[src/rtl/bcd_conv_pkg.sv]
// bcd_conv_pkg
//   Shared definitions for the BCD conversion blocks: converter state
//   encoding, BCD nibble constants and a helper that sizes a binary result
//   for a given digit count.
package bcd_conv_pkg;

    typedef enum logic [1:0] {
        ST_IDLE = 2'd0,
        ST_CONV = 2'd1,
        ST_DONE = 2'd2
    } bcd_state_e;

    localparam int BCD_NIBBLE_W  = 4;
    localparam int BCD_MAX_DIGIT = 9;

    // Width needed to hold any value below 10^digits, i.e. ceil(log2(10^digits)).
    function automatic int max_bin_w(input int digits);
        longint p;
        int     w;
        p = 1;
        for (int i = 0; i < digits; i++) begin
            p = p * 10;
        end
        w = 0;
        for (int k = 0; k < 40; k++) begin
            if ((longint'(1) << w) < p) begin
                w = w + 1;
            end
        end
        return w;
    endfunction

endpackage

[src/rtl/bcd_mac10.sv]
// bcd_mac10
//   Combinational multiply-by-ten-and-add step for decimal accumulation.
//   Returns the full-width acc*10 + digit (no truncation) so the caller can
//   decide how to handle the top bits, plus a flag for a non-decimal digit.
// Ports
//   i_acc            accumulator in (ACC_W bits)
//   i_digit          BCD digit in (4 bits)
//   o_wide           acc*10 + digit, ACC_W+4 bits
//   o_digit_invalid  digit greater than 9
module bcd_mac10
    import bcd_conv_pkg::*;
#(
    parameter int ACC_W = 14
) (
    input  logic [ACC_W-1:0]              i_acc,
    input  logic [BCD_NIBBLE_W-1:0]       i_digit,
    output logic [ACC_W+BCD_NIBBLE_W-1:0] o_wide,
    output logic                          o_digit_invalid
);

    logic [ACC_W+BCD_NIBBLE_W-1:0] w_acc_ext;
    logic [ACC_W+BCD_NIBBLE_W-1:0] w_digit_ext;

    // 4 extra bits are enough: (2^ACC_W - 1)*10 + 15 < 16 * 2^ACC_W.
    assign w_acc_ext   = {{BCD_NIBBLE_W{1'b0}}, i_acc};
    assign w_digit_ext = {{ACC_W{1'b0}}, i_digit};

    // x*10 = x*8 + x*2
    assign o_wide          = (w_acc_ext << 3) + (w_acc_ext << 1) + w_digit_ext;
    assign o_digit_invalid = (i_digit > BCD_NIBBLE_W'(BCD_MAX_DIGIT));

endmodule

[src/rtl/bcd_to_bin_seq.sv]
// bcd_to_bin_seq
//   Sequential packed-BCD to unsigned binary converter. Accepts a DIGITS-wide
//   packed BCD word, folds in one digit per clock (MSD first) as
//   acc = acc*10 + d, then presents the result until the consumer takes it.
//   Any digit above 9 sets a sticky error and forces the result to 0.
//   Optional overflow reporting is built when BCDTOBIN_OVF_EN is defined;
//   otherwise out_ovf is tied low and no check logic exists.
// Ports
//   clk, rst             clock, synchronous active-high reset
//   in_valid/in_ready    input handshake, in_bcd packed BCD (MSD at top)
//   out_valid/out_ready  output handshake
//   out_bin              binary result (0 when out_err)
//   out_err              some digit was > 9
//   out_ovf              result did not fit in BIN_W (feature-dependent)
//   busy                 converting or holding a result
//
// state   | meaning
// --------+-----------------------------------------------------------
// ST_IDLE | ready for a new word
// ST_CONV | folding one digit per clock into the accumulator
// ST_DONE | result presented, waiting for out_ready
module bcd_to_bin_seq
    import bcd_conv_pkg::*;
#(
    parameter int DIGITS = 4,
    parameter int BIN_W  = 14
) (
    input  logic                           clk,
    input  logic                           rst,
    input  logic                           in_valid,
    output logic                           in_ready,
    input  logic [BCD_NIBBLE_W*DIGITS-1:0] in_bcd,
    output logic                           out_valid,
    input  logic                           out_ready,
    output logic [BIN_W-1:0]               out_bin,
    output logic                           out_err,
    output logic                           out_ovf,
    output logic                           busy
);

    localparam int SHIFT_W = BCD_NIBBLE_W * DIGITS;
    localparam int CNT_W   = (DIGITS > 1) ? $clog2(DIGITS) : 1;

    bcd_state_e                    r_state;
    bcd_state_e                    w_state_next;
    logic [SHIFT_W-1:0]            r_shift;
    logic [BIN_W-1:0]              r_acc;
    logic [CNT_W-1:0]              r_cnt;
    logic                          r_err;
    logic                          w_load;
    logic                          w_step;
    logic                          w_last;
    logic [BCD_NIBBLE_W-1:0]       w_digit;
    logic [BIN_W+BCD_NIBBLE_W-1:0] w_wide;
    logic                          w_digit_invalid;

    assign w_digit = r_shift[SHIFT_W-1 -: BCD_NIBBLE_W];
    assign w_last  = (r_cnt == CNT_W'(DIGITS - 1));

    bcd_mac10 #(
        .ACC_W (BIN_W)
    ) u_mac10 (
        .i_acc           (r_acc),
        .i_digit         (w_digit),
        .o_wide          (w_wide),
        .o_digit_invalid (w_digit_invalid)
    );

    always_ff @(posedge clk) begin
        if (rst) begin
            r_state <= ST_IDLE;
        end else begin
            r_state <= w_state_next;
        end
    end

    always_comb begin
        w_state_next = r_state;
        in_ready     = 1'b0;
        out_valid    = 1'b0;
        busy         = 1'b0;
        w_load       = 1'b0;
        w_step       = 1'b0;
        case (r_state)
            ST_IDLE: begin
                in_ready = 1'b1;
                if (in_valid) begin
                    w_load       = 1'b1;
                    w_state_next = ST_CONV;
                end
            end
            ST_CONV: begin
                busy   = 1'b1;
                w_step = 1'b1;
                if (w_last) begin
                    w_state_next = ST_DONE;
                end
            end
            ST_DONE: begin
                busy      = 1'b1;
                out_valid = 1'b1;
                if (out_ready) begin
                    w_state_next = ST_IDLE;
                end
            end
            default: begin
                w_state_next = ST_IDLE;
            end
        endcase
    end

    always_ff @(posedge clk) begin
        if (rst) begin
            r_shift <= '0;
            r_acc   <= '0;
            r_cnt   <= '0;
            r_err   <= 1'b0;
        end else if (w_load) begin
            r_shift <= in_bcd;
            r_acc   <= '0;
            r_cnt   <= '0;
            r_err   <= 1'b0;
        end else if (w_step) begin
            r_shift <= r_shift << BCD_NIBBLE_W;
            r_acc   <= w_wide[BIN_W-1:0];
            r_cnt   <= r_cnt + 1'b1;
            r_err   <= r_err | w_digit_invalid;
        end
    end

    // Invalid words read as 0 rather than a partial accumulation.
    assign out_bin = (out_valid && !r_err) ? r_acc : '0;
    assign out_err = out_valid & r_err;

`ifdef BCDTOBIN_OVF_EN
    logic r_ovf;

    always_ff @(posedge clk) begin
        if (rst) begin
            r_ovf <= 1'b0;
        end else if (w_load) begin
            r_ovf <= 1'b0;
        end else if (w_step) begin
            r_ovf <= r_ovf | (|w_wide[BIN_W+BCD_NIBBLE_W-1:BIN_W]);
        end
    end

    assign out_ovf = out_valid & r_ovf;
`else
    // Carry-out bits have no consumer without overflow reporting.
    logic w_unused_carry;
    assign w_unused_carry = ^w_wide[BIN_W+BCD_NIBBLE_W-1:BIN_W];
    assign out_ovf        = 1'b0;
`endif

endmodule

[config.mk]
export PLATFORM = sky130hd
export DESIGN_NAME = bcd_to_bin_seq
export DESIGN_NICKNAME = d
export VERILOG_FILES = /design/src/rtl/bcd_conv_pkg.sv /design/src/rtl/bcd_mac10.sv /design/src/rtl/bcd_to_bin_seq.sv
export SDC_FILE = /design/constraint.sdc
export NUM_CORES = 1
export LEC_CHECK = 0
export CAP_MARGIN = 25
export CORE_UTILIZATION = 40
export DETAILED_ROUTE_END_ITERATION = 7
export PLACE_DENSITY_LB_ADDON = 0.12
export SLEW_MARGIN = 10
export SYNTH_ARGS = -nofsm -noshare
export SYNTH_HDL_FRONTEND = slang
export SYNTH_SLANG_ARGS = --single-unit
[constraint.sdc]
create_clock -name clk -period 5.35 [get_ports clk]
set_input_delay 1.07 -clock clk [delete_from_list [all_inputs] [get_ports clk]]
set_output_delay 1.07 -clock clk [all_outputs]
set_load 0.005 [all_outputs]
======== After elaboration in Yosys (flattened, before gate mapping) ========
Index checks and enable logic that the tools add are counted.
storage, ports and cells
  input bits .............................. 20
  register bits ........................... 35
  logic and storage cells ................. 37
  output and inout bits ................... 19
operators by class
  $add $sub $neg .......................... 3
  bitwise operators ....................... 2
  eq/ne operators ......................... 6
  reductions and logical operators ........ 7
  magnitude comparators ................... 1
  multiplexer cells ....................... 13
operators by type and width
  cell                                                              count
  16-bit two-way mux                                                2
  14-bit adder                                                      1
  14-bit by 4-bit adder with 14-bit output                          1
  14-bit two-way mux                                                1
  1-bit two-way mux                                                 6
  2-bit two-way mux                                                 3
  2-bit inequality test (second input constant)                     3
  2-bit case mux with 3 select lines                                1
  2-bit == test (second input constant)                             2
  4-bit greater-than comparator (second input constant)             1
  2-bit OR reduction                                                2
  3-bit AND reduction                                               1
  2-bit by 1-bit adder with 2-bit output (second input constant)    1
  2-bit by 1-bit == test with 1-bit output (second input constant)  1
  2-bit logical NOT                                                 1
  2-bit nonzero test                                                1
  1-bit bitwise AND                                                 1
  1-bit logical AND                                                 1
  1-bit logical NOT                                                 1
  1-bit OR                                                          1

======== Longest topological paths before layout ========
Gate-level depths: netlist of the first run.
  depth after elaboration ................. 4
  mapped depth ............................ 10
  mapped depth without buffers ............ 10

======== Cells and area by module ========
A second synthesis of the first run with hierarchy kept.
second synthesis, totals
  cells, all modules ...................... 289
  area total of the unflattened synthesis .. 2,538.7 µm²
modules (own cells, without submodules)
  module          cells an instance  area an instance (µm²)  sequential area each (µm²)  times used
  bcd_to_bin_seq  168                1,604.0                 700.7                       1
  bcd_mac10       121                934.6                   0.0                         1

======== Worst setup path before layout of the first run ========
No wires, ideal clock.
  path kind ............................... register to register
  from .................................... register r_shift[15]
  to ...................................... register r_acc[10]
  path buffers ............................ 0
  period minus slack after synthesis ...... 2,456 ps
  data required time ...................... 5,288 ps
  cell stages (with the launch flop) ...... 10
  setup time .............................. 62 ps
  arrival time ............................ 2,395 ps
  slack ................................... 2,894 ps
  path through ............................ dfxtp_1 > inv_1 > fa_1 > fa_1 > and2b_2 > nor3_1 > o21ai_2 > a21boi_2 > or4b_1 > nand3_1
on the way
  cells in the longest elaborated chain, start to end .. 1
RTL lines
  element                                   line                   source
  start, declared                           bcd_to_bin_seq.sv:46   logic [SHIFT_W-1:0] r_shift;
  start signal, assigned                    bcd_to_bin_seq.sv:119  r_shift <= in_bcd;
  start signal, assigned                    bcd_to_bin_seq.sv:124  r_shift <= r_shift << BCD_NIBBLE_W;
  14-bit by 4-bit adder with 14-bit output  bcd_mac10.sv:29        assign o_wide = (w_acc_ext << 3) + (w_acc_ext << 1) + w_digit_ext;
  end signal, assigned                      bcd_to_bin_seq.sv:125  r_acc <= w_wide[BIN_W-1:0];
  end, declared                             bcd_to_bin_seq.sv:47   logic [BIN_W-1:0] r_acc;
No other way between the ends.
A chain may end at the register's enable or synchronous reset.

======== Worst setup path after layout of the first run ========
  from .................................... register r_state[0]
  to ...................................... output port out_bin[0]
on the way
  cells in the longest elaborated chain, start to end .. 4
RTL lines
  element                 line                   source
  start, declared         bcd_to_bin_seq.sv:44   bcd_state_e r_state;
  start signal, assigned  bcd_to_bin_seq.sv:73   r_state <= w_state_next;
  2-bit == test           bcd_to_bin_seq.sv:84   case (r_state)
  1-bit two-way mux       bcd_to_bin_seq.sv:84
  1-bit logical AND       bcd_to_bin_seq.sv:132  assign out_bin = (out_valid && !r_err) ? r_acc : '0;
  14-bit two-way mux      bcd_to_bin_seq.sv:132
  end, declared           bcd_to_bin_seq.sv:35   output logic [BIN_W-1:0] out_bin,
No other way between the ends.

==> results.json, run 1 <==
{
  "critPathSlowestCell": "nor2b_1",
  "syn_nets": 295,
  "reg2reg_depth": 9,
  "grt-ovfl-total": 0,
  "synthCells": 247,
  "crit_type": "flop to primary output",
  "p_per_area_nw_per_um2": 353,
  "grt_use_total_pct": 15.5,
  "worstSetupStartpointType": "flop",
  "ys_types": 37,
  "min_path_cells": 2,
  "ys_seq_area_share_pct": 31.7,
  "worst_setup_path_end_kind": "primary output",
  "root_buffer": "clkbuf_8",
  "final_util_pct": 52.3,
  "final_net_count": 326,
  "pwr-share-comb_pct": 38.9,
  "finalMaxSlewViolations": 0,
  "met2_length_um": 1900,
  "arrival_ns": 2.25,
  "area.growth.synth_to_final_pct": 23.2,
  "intPower_uw": 636,
  "ant_nets": 0,
  "finalClockSkew_ns": 0.00349,
  "insertion_delay_ns": 0.28,
  "cts_num_sinks": 35,
  "path_buf_inv": 2,
  "holdPathEnd": "r_err$_SDFFE_PP0P_",
  "drt_iter0_markers": 81,
  "hold-worst-slack_ns": 0.478,
  "cap_violations": 0,
  "p_seq_share_pct": 35.8,
  "post-route-period-util_pct": 62.1,
  "vdd_ir_drop_max_uv": 250,
  "cts_inserted_buffers": 5,
  "ios": 39,
  "grt_pass1_wl_um": 7280,
  "setup_ws_ns": 2.03,
  "cts-resized-gates": 0,
  "p_switching_uw": 325,
  "reg2reg_slack_ns": 2.65,
  "cp_top_family": "simple AND/OR/NAND/NOR gates",
  "wire_per_inst_um": 12.5,
  "power_frac_clock_pct": 25.3,
  "firstDrtPassIters": 4,
  "status": "finished, final reports clean",
  "wl_um": 4370,
  "startpoint": "r_state[0]$_SDFFE_PP0P_",
  "p_sw_share_pct": 33.8,
  "start_util_pct": 42.4,
  "dpl_worst_slack_ns": 1.86,
  "critPathMaxStageDelay_ns": 0.64,
  "die_area_um2": 5820,
  "viasPerCell": 4.93,
  "cts_max_path_buffers": 2,
  "crit_fanout": 14,
  "rsz0062_at_grt": "false",
  "num_vias": 1720,
  "placed_area_um2": 2600,
  "hold_start": "r_err$_SDFFE_PP0P_",
  "setup_viol": 0,
  "timing.rr.start": "r_shift[15]$_SDFFE_PP0P_",
  "die_w_um": 76.3,
  "required_ns": 4.28,
  "io_buffer_count": 37,
  "power.leakage_uw": 0.00117,
  "place_hpwl_um": 3170,
  "dr.max_layer_used": "met4",
  "wl_met3_um": 131,
  "cts_hold_buf": 0,
  "final.setup.tns_ns": 0,
  "grt_pass1_vias": 1602,
  "core_area_um2": 5200,
  "drive_above_1_share_pct": 4.66,
  "tightest_slew_ns": 0.994,
  "wl_met1_um": 2290,
  "worstPathCellList": "inv_1 > ha_1 > nor2b_1 > and2_1 > clkdlybuf4s50_1",
  "syn_area_per_cell_um2": 8.94,
  "num_rows": 26,
  "netlist_area_um2": 2210,
  "hp-class": "flop to flop",
  "yosys_warnings": 0,
  "grt_antenna_before_repair": 0,
  "diodes": 0,
  "clk_pin_slew_worst_paths_ns": 0.07,
  "cts_tree": "built",
  "design_area_um2": 2720,
  "post_cts_buffers": 0,
  "max_slew_margin_pct": 33.8,
  "min_period_ns": 3.32,
  "drcViolationCount": 0,
  "cts_max_level": 2,
  "place.gp.congestion": 0.819,
  "hold_violations": 0,
  "ys_seq_elements": 35,
  "grt_max_degree": 43,
  "die_y_um": 76.3,
  "timing.fmax_mhz": 301,
  "timing.rr.end": "r_acc[10]$_SDFFE_PP0P_"
}
-- placed cells by master, fill, tap and decap left out, types with 10 or more instances in the layout --
cell,instances
ha_1,25
clkdlybuf4s50_1,37
inv_1,14
a21oi_1,15
dfxtp_1,35
nor2_1,28
nand2_1,10
a211oi_1,13
mux2i_1,24
and2_1,17
-- cell usage after synthesis (all sizes together) --
library cell	n	area share (%)
dfxtp	35	32
nor2	28	4.8
ha	26	15
mux2i	24	11
and2	18	5.2
a21oi	15	3.4
inv	14	2.4
a211oi	13	4.4
nand2	10	1.7
clkbuf	7	1.6
buf	6	1.3
nand3b	6	2.0
o21ai	5	1.3
xnor2	5	2.0
nand3	4	0.91
xor2	4	1.6
a21o	3	1.0
nand2b	3	0.85
nand4	3	0.85
o211ai	3	1.0
fa	2	1.8
nor3	2	0.45
o21a	2	0.68
a21boi	1	0.51
a222oi	1	0.45
a41o	1	0.45
a41oi	1	0.40
and2b	1	0.40
conb	1	0.17
nor2b	1	0.28
o22ai	1	0.28
or4b	1	0.45
-- how the worst max path moves through the flow --
stage	endpoint	slack (ns)	cells after the start
floorplan	r_acc[10]$_SDFFE_PP0P_	2.89	9
global placement	r_acc[10]$_SDFFE_PP0P_	1.90	5
detailed placement	r_acc[10]$_SDFFE_PP0P_	1.86	5
CTS	out_bin[0]	1.94	5
global route	out_bin[9]	1.85	5
finish	out_bin[0]	2.03	5
-- cells by family after synthesis --
logic type | Yosys count | synth area share, %
AND/OR/NAND/NOR | 77 | 17.8
AO/OA/AOI/OAI | 46 | 13.9
flip-flops | 35 | 31.7
adder cells (fa/ha/maj) | 28 | 16.5
buffers and inverters | 27 | 5.33
multiplexers | 24 | 10.9
XOR/XNOR | 9 | 3.57
other | 1 | 0.170
-- worst reg2reg max path: cells and delay by family (launching register included) --
kind / cells / cell delay (ns)
flip-flops: 1 / 0.38
AND/OR/NAND/NOR: 4 / 0.85
adder cells (fa/ha/maj): 2 / 0.99
AO/OA/AOI/OAI: 2 / 0.34
buffers and inverters: 1 / 0.08
-- power by group through the flow --
stage	sequential, uW	clock (uW)	combinational, uW
finish	344	243	374
global route	350	260	419
CTS	343	252	377
detailed placement	349	0	376
global placement	349	0	373
floorplan	338	0	300
-- flip-flops by register name (all words and copies together), names as in the netlist --
register  count
r_acc        14
r_cnt         2
r_err         1
r_shift      16
r_state       2
-- per-stage QoR --
stage / total power [uW] / instances
final: 961 / 349
after global routing: 1030 / 349
after CTS: 972 / 349
after detailed placement: 725 / 341
after global placement: 722 / 341
after floorplan: 638 / 247
-- per-layer routing --
metal | vias to the layer above | GRT usage [%]
met3 | 5 | 2.99
met2 | 29 | 22.7
met1 | 766 | 22.2
met5 | - | 0
li1 | 920 | -
met4 | 0 | 5.77
-- cell type report --
type | instances | area [um2]
clock inverter | 2 | 35.0
tap | 70 | 87.6
multi-input combinational | 185 | 1390
timing repair buffer | 37 | 370
inverter | 14 | 52.6
clock buffer | 6 | 82.6
sequential | 35 | 701
fill | 524 | 2480
No activity file was read; power rests on OpenSTA's default activity.
==> run 2, diff against run 1 <==
- clock period: 5.35 -> 3.4 ns (I/O delays scaled with it)
==> run 2 against run 1 <==
  * Critical path depth grew 4
  * Worst hold slack gained 0.0038 ns
  * Combinational power grew 63%
  * Routed wire length shrank 1.1%
  * Global-route usage shrank 0.11 points
  * Count of clock-buffer cells in the layout is the same
  * Critical path type is now flop to flop
  * Critical endpoint is now r_acc[10]$_SDFFE_PP0P_
  * Largest power group unchanged
==> results.json, run 2 (synthesis gave the netlist of run 1 again) <==
{
  "die_y_um": 76.3,
  "total_power_uw": 1450,
  "cts_tree": "built",
  "hold-worst-slack_ns": 0.482,
  "worstSetupStartpointType": "flop",
  "status": "finished, final reports clean",
  "ant_nets": 0,
  "min_path_cells": 2,
  "reg2reg_slack_ns": 0.81,
  "crit_type": "flop to flop",
  "place.gp.congestion": 0.817,
  "hp-class": "flop to flop",
  "drive_above_1_share_pct": 5.99,
  "max_slew_margin_pct": 58.6,
  "ios": 39,
  "layout_commonest_cell": "clkdlybuf4s50_1",
  "num_rows": 26,
  "setup_viol": 0,
  "p_per_area_nw_per_um2": 531,
  "rsz0062_at_grt": "false",
  "finalClockSkew_ns": 0.00501,
  "vdd_ir_drop_max_uv": 369,
  "cts_max_level": 2,
  "io_buffer_count": 37,
  "grt_pass1_vias": 1566,
  "die_w_um": 76.3,
  "hold_violations": 0,
  "area.growth.synth_to_final_pct": 23.5,
  "crit_fanout": 3,
  "final.setup.tns_ns": 0,
  "cts_inserted_buffers": 5,
  "drt_iter0_markers": 76,
  "required_ns": 3.63,
  "firstDrtPassIters": 4,
  "die_area_um2": 5820,
  "largest_register_ffs": 16,
  "cts_num_sinks": 35,
  "hold_start": "r_err$_SDFFE_PP0P_",
  "dpl_worst_slack_ns": 0.825,
  "grt_pass1_wl_um": 7160,
  "grt_use_total_pct": 15.4,
  "reg2reg_depth": 9,
  "place_hpwl_um": 3150,
  "arrival_ns": 2.82,
  "setup_ws_ns": 0.810,
  "post-route-period-util_pct": 76.2,
  "viasPerCell": 5.04,
  "grt-ovfl-total": 0,
  "startpoint": "r_shift[15]$_SDFFE_PP0P_",
  "start_util_pct": 42.4,
  "min_period_ns": 2.59,
  "num_vias": 1784,
  "diodes": 0,
  "finalMaxSlewViolations": 0,
  "grt_antenna_before_repair": 0,
  "holdPathEnd": "r_err$_SDFFE_PP0P_",
  "layout_common_cells": "clkdlybuf4s50_1, dfxtp_1, nor2_1",
  "wl_um": 4320,
  "top_regs": "r_shift (16), r_acc (14)",
  "cts-resized-gates": 0,
  "worst_setup_path_end_kind": "flop",
  "final_net_count": 331,
  "tightest_slew_ns": 0.621,
  "drcViolationCount": 0,
  "power.leakage_uw": 0.00117,
  "timing.rr.start": "r_shift[15]$_SDFFE_PP0P_",
  "clk_pin_slew_worst_paths_ns": 0.07,
  "regMostFlops": "r_shift",
  "wire_per_inst_um": 12.2,
  "cts_max_path_buffers": 2,
  "timing.rr.end": "r_acc[10]$_SDFFE_PP0P_",
  "timing.fmax_mhz": 386,
  "grt_max_degree": 30,
  "cap_violations": 0,
  "post_cts_buffers": 0,
  "core_area_um2": 5200,
  "cts_hold_buf": 0,
  "root_buffer": "clkbuf_8",
  "insertion_delay_ns": 0.29
}
## run 2: worst max-delay path by stage
| stage | endpoint | slack (ns) |
|---|---|---|
| after floorplan | r_acc[10]$_SDFFE_PP0P_ | 0.94 |
| after global placement | r_acc[10]$_SDFFE_PP0P_ | 0.86 |
| after detailed placement | r_acc[10]$_SDFFE_PP0P_ | 0.82 |
| after CTS | r_acc[10]$_SDFFE_PP0P_ | 0.80 |
| after global routing | r_acc[10]$_SDFFE_PP0P_ | 0.65 |
| final | r_acc[10]$_SDFFE_PP0P_ | 0.81 |
## run 2: layout make-up
| class | instances | area, um2 |
|---|---|---|
| Timing Repair Buffer | 42 | 408 |
| Inverter | 14 | 52.6 |
| Clock inverter | 2 | 12.5 |
| Clock buffer | 6 | 72.6 |
| Tap cell | 70 | 87.6 |
| Fill cell | 500 | 2480 |
| Multi-Input combinational cell | 185 | 1390 |
| Sequential cell | 35 | 701 |
## run 2: worst max-delay path, cell delays in order, from the launching register on
cell and delay [ns]:
dfxtp_1 0.36, inv_1 0.07, fa_1 0.53, fa_1 0.46, and2b_2 0.23, nor3_1 0.05, o21ai_2 0.22, a21boi_2 0.08
or4b_1 0.46, nand3_1 0.07
## run 2: routing by layer
metal	vias to the layer above	wire length (um)	global-route usage (%)
li1	933	-	-
met1	811	2200	20.5
met2	34	1930	23.1
met3	6	127	3.59
met4	0	63	7.50
met5	-	0	0
## run 2: through the flow
stage,util [%],instance area [um2],instances
5_1_grt,52.4,2730,354
3_3_place_gp,50.7,2640,346
2_1_floorplan,-,2210,247
6_report,52.4,2730,354
3_5_place_dp,50.7,2640,346
4_1_cts,52.4,2730,354
## run 2: where the power goes
part	leakage, uW	internal (uW)	switching [uW]
sequential	0.000286	487	53.6
combinational	0.000848	289	319
clock	0.0000412	143	155
==> run 3, diff against run 2 <==
- clock period: 3.4 -> 2.6 ns (I/O delays scaled with it)
==> run 3 against run 2 <==
  * Combinational power is 35% higher
  * Global-route usage grew 1.7 points
  * Routed wire length up 6.6%
  * Total power rose by 46%
  * Non-clock buffer count increased by 5
  * Die area stayed put
  * Clock power is 97% higher
  * Critical path type unchanged
  * Largest cell class unchanged
  * Largest power group unchanged
==> results.json, run 3 (synthesis gave the netlist of run 1 again) <==
{
  "root_buffer": "clkbuf_8",
  "diodes": 0,
  "dpl_worst_slack_ns": 0.0102,
  "post-route-period-util_pct": 96.4,
  "die_area_um2": 5820,
  "die_y_um": 76.3,
  "drive_above_1_share_pct": 9.00,
  "cts_num_sinks": 35,
  "critPathSlowestCell": "fa_1",
  "wl_um": 4610,
  "num_rows": 26,
  "stdcell_count": 359,
  "status": "finished, final reports clean",
  "crit_fanout": 4,
  "ant_nets": 0,
  "setup_viol": 0,
  "hold-worst-slack_ns": 0.487,
  "grt_antenna_before_repair": 0,
  "min_path_cells": 2,
  "cts_max_path_buffers": 2,
  "nFillCells": 514,
  "hold_violations": 0,
  "hp-class": "flop to flop",
  "finalMaxSlewViolations": 0,
  "regMostFlops": "r_shift",
  "io_buffer_count": 37,
  "drcViolationCount": 0,
  "arrival_ns": 2.72,
  "ios": 39,
  "place_hpwl_um": 3260,
  "cts_hold_buf": 0,
  "grt_max_degree": 29,
  "p_per_area_nw_per_um2": 748,
  "worstPathCellList": "inv_1 > fa_1 > fa_2 > and2b_2 > nor3_2 > o21ai_2 > buf_4 > a41oi_1 > xor2_1 > o21ai_0",
  "die_w_um": 76.3,
  "crit_type": "flop to flop",
  "cts_max_level": 2,
  "final_net_count": 336,
  "vdd_ir_drop_max_uv": 401,
  "cap_violations": 0,
  "grt_pass1_wl_um": 8020,
  "cts_tree": "built",
  "top_regs": "r_shift (16), r_acc (14)",
  "critPathMaxStageDelay_ns": 0.52,
  "largest_register_ffs": 16,
  "grt-ovfl-total": 0,
  "cts_inserted_buffers": 5,
  "clk_pin_slew_worst_paths_ns": 0.07,
  "drt_iter0_markers": 103,
  "viasPerCell": 5.00,
  "layout_commonest_cell": "clkdlybuf4s50_1",
  "placedCellCount": 348,
  "reg2reg_depth": 10,
  "wire_per_inst_um": 12.8,
  "worstSetupStartpointType": "flop",
  "firstDrtPassIters": 4,
  "min_period_ns": 2.51,
  "area.growth.synth_to_final_pct": 27.9,
  "start_util_pct": 42.4,
  "core_area_um2": 5200,
  "insertion_delay_ns": 0.28,
  "finalClockSkew_ns": 0.00387,
  "grt_use_total_pct": 17.1,
  "power.leakage_uw": 0.00123,
  "grt_pass1_vias": 1712,
  "setup_ws_ns": 0.0936,
  "place.gp.congestion": 0.815,
  "total_power_uw": 2110,
  "timing.fmax_mhz": 399,
  "layout_common_cells": "clkdlybuf4s50_1, dfxtp_1, nor2_1",
  "required_ns": 2.82,
  "num_vias": 1795,
  "worst_setup_path_end_kind": "flop"
}
run 3: layout make-up:
cell class                 count  area [um2]  area share, %
inverter                      14        52.6           1.86
multi-input combinational    185        1400           49.7
clock buffer                   6        72.6           2.57
tap                           70        87.6           3.10
sequential                    35         702           24.9
clock inverter                 2        60.1           2.13
timing repair buffer          47         445           15.8
run 3: power by group:
group | internal (uW) | switching (uW)
sequential | 637 | 69.0
clock | 383 | 202
combinational | 390 | 429
run 3: critical path: cells and delay by family (launching register included):
family / cells / cell delay (ns)
adders and majority gates: 2 / 0.89
AOI/OAI and AO/OA: 3 / 0.51
DFF: 1 / 0.36
and+or+nand+nor: 2 / 0.28
buffers and inverters: 2 / 0.21
xor gates and xnor gates: 1 / 0.18
run 3: final timing paths:
path                                        startpoint                      to  slack (ns)
worst max-delay path             r_acc[2]$_SDFFE_PP0P_  r_acc[12]$_SDFFE_PP0P_        0.09
worst min-delay path            r_acc[11]$_SDFFE_PP0P_  r_acc[11]$_SDFFE_PP0P_        0.49
worst max register to register   r_acc[2]$_SDFFE_PP0P_  r_acc[12]$_SDFFE_PP0P_        0.09
worst min register to register  r_acc[11]$_SDFFE_PP0P_  r_acc[11]$_SDFFE_PP0P_        0.49
run 3: metal layers:
| metal | up-vias | track usage (%) | wire length, um |
|---|---|---|---|
| li1 | 938 | - | - |
| met1 | 820 | 22.6 | 2330 |
| met2 | 28 | 27.2 | 2080 |
| met3 | 9 | 3.35 | 124 |
| met4 | 0 | 6.73 | 76 |
| met5 | - | 0 | 0 |
run 3: what timing repair did:
item | 4_1_cts | 5_1_grt
endpoints found under the setup margin | 1 | 3
pin swaps | 1 | 4
resized for setup | 0 | 4
setup buffers | 0 | 3
run 3: through the flow:
stage                     setup TNS, ns  utilization [%]  area [um2]
after CTS                             0             53.6        2790
final                                 0             54.3        2820
after floorplan                       0                -        2210
after global placement                0             51.0        2660
after global routing            -0.0936             54.3        2820
after detailed placement              0             51.0        2660
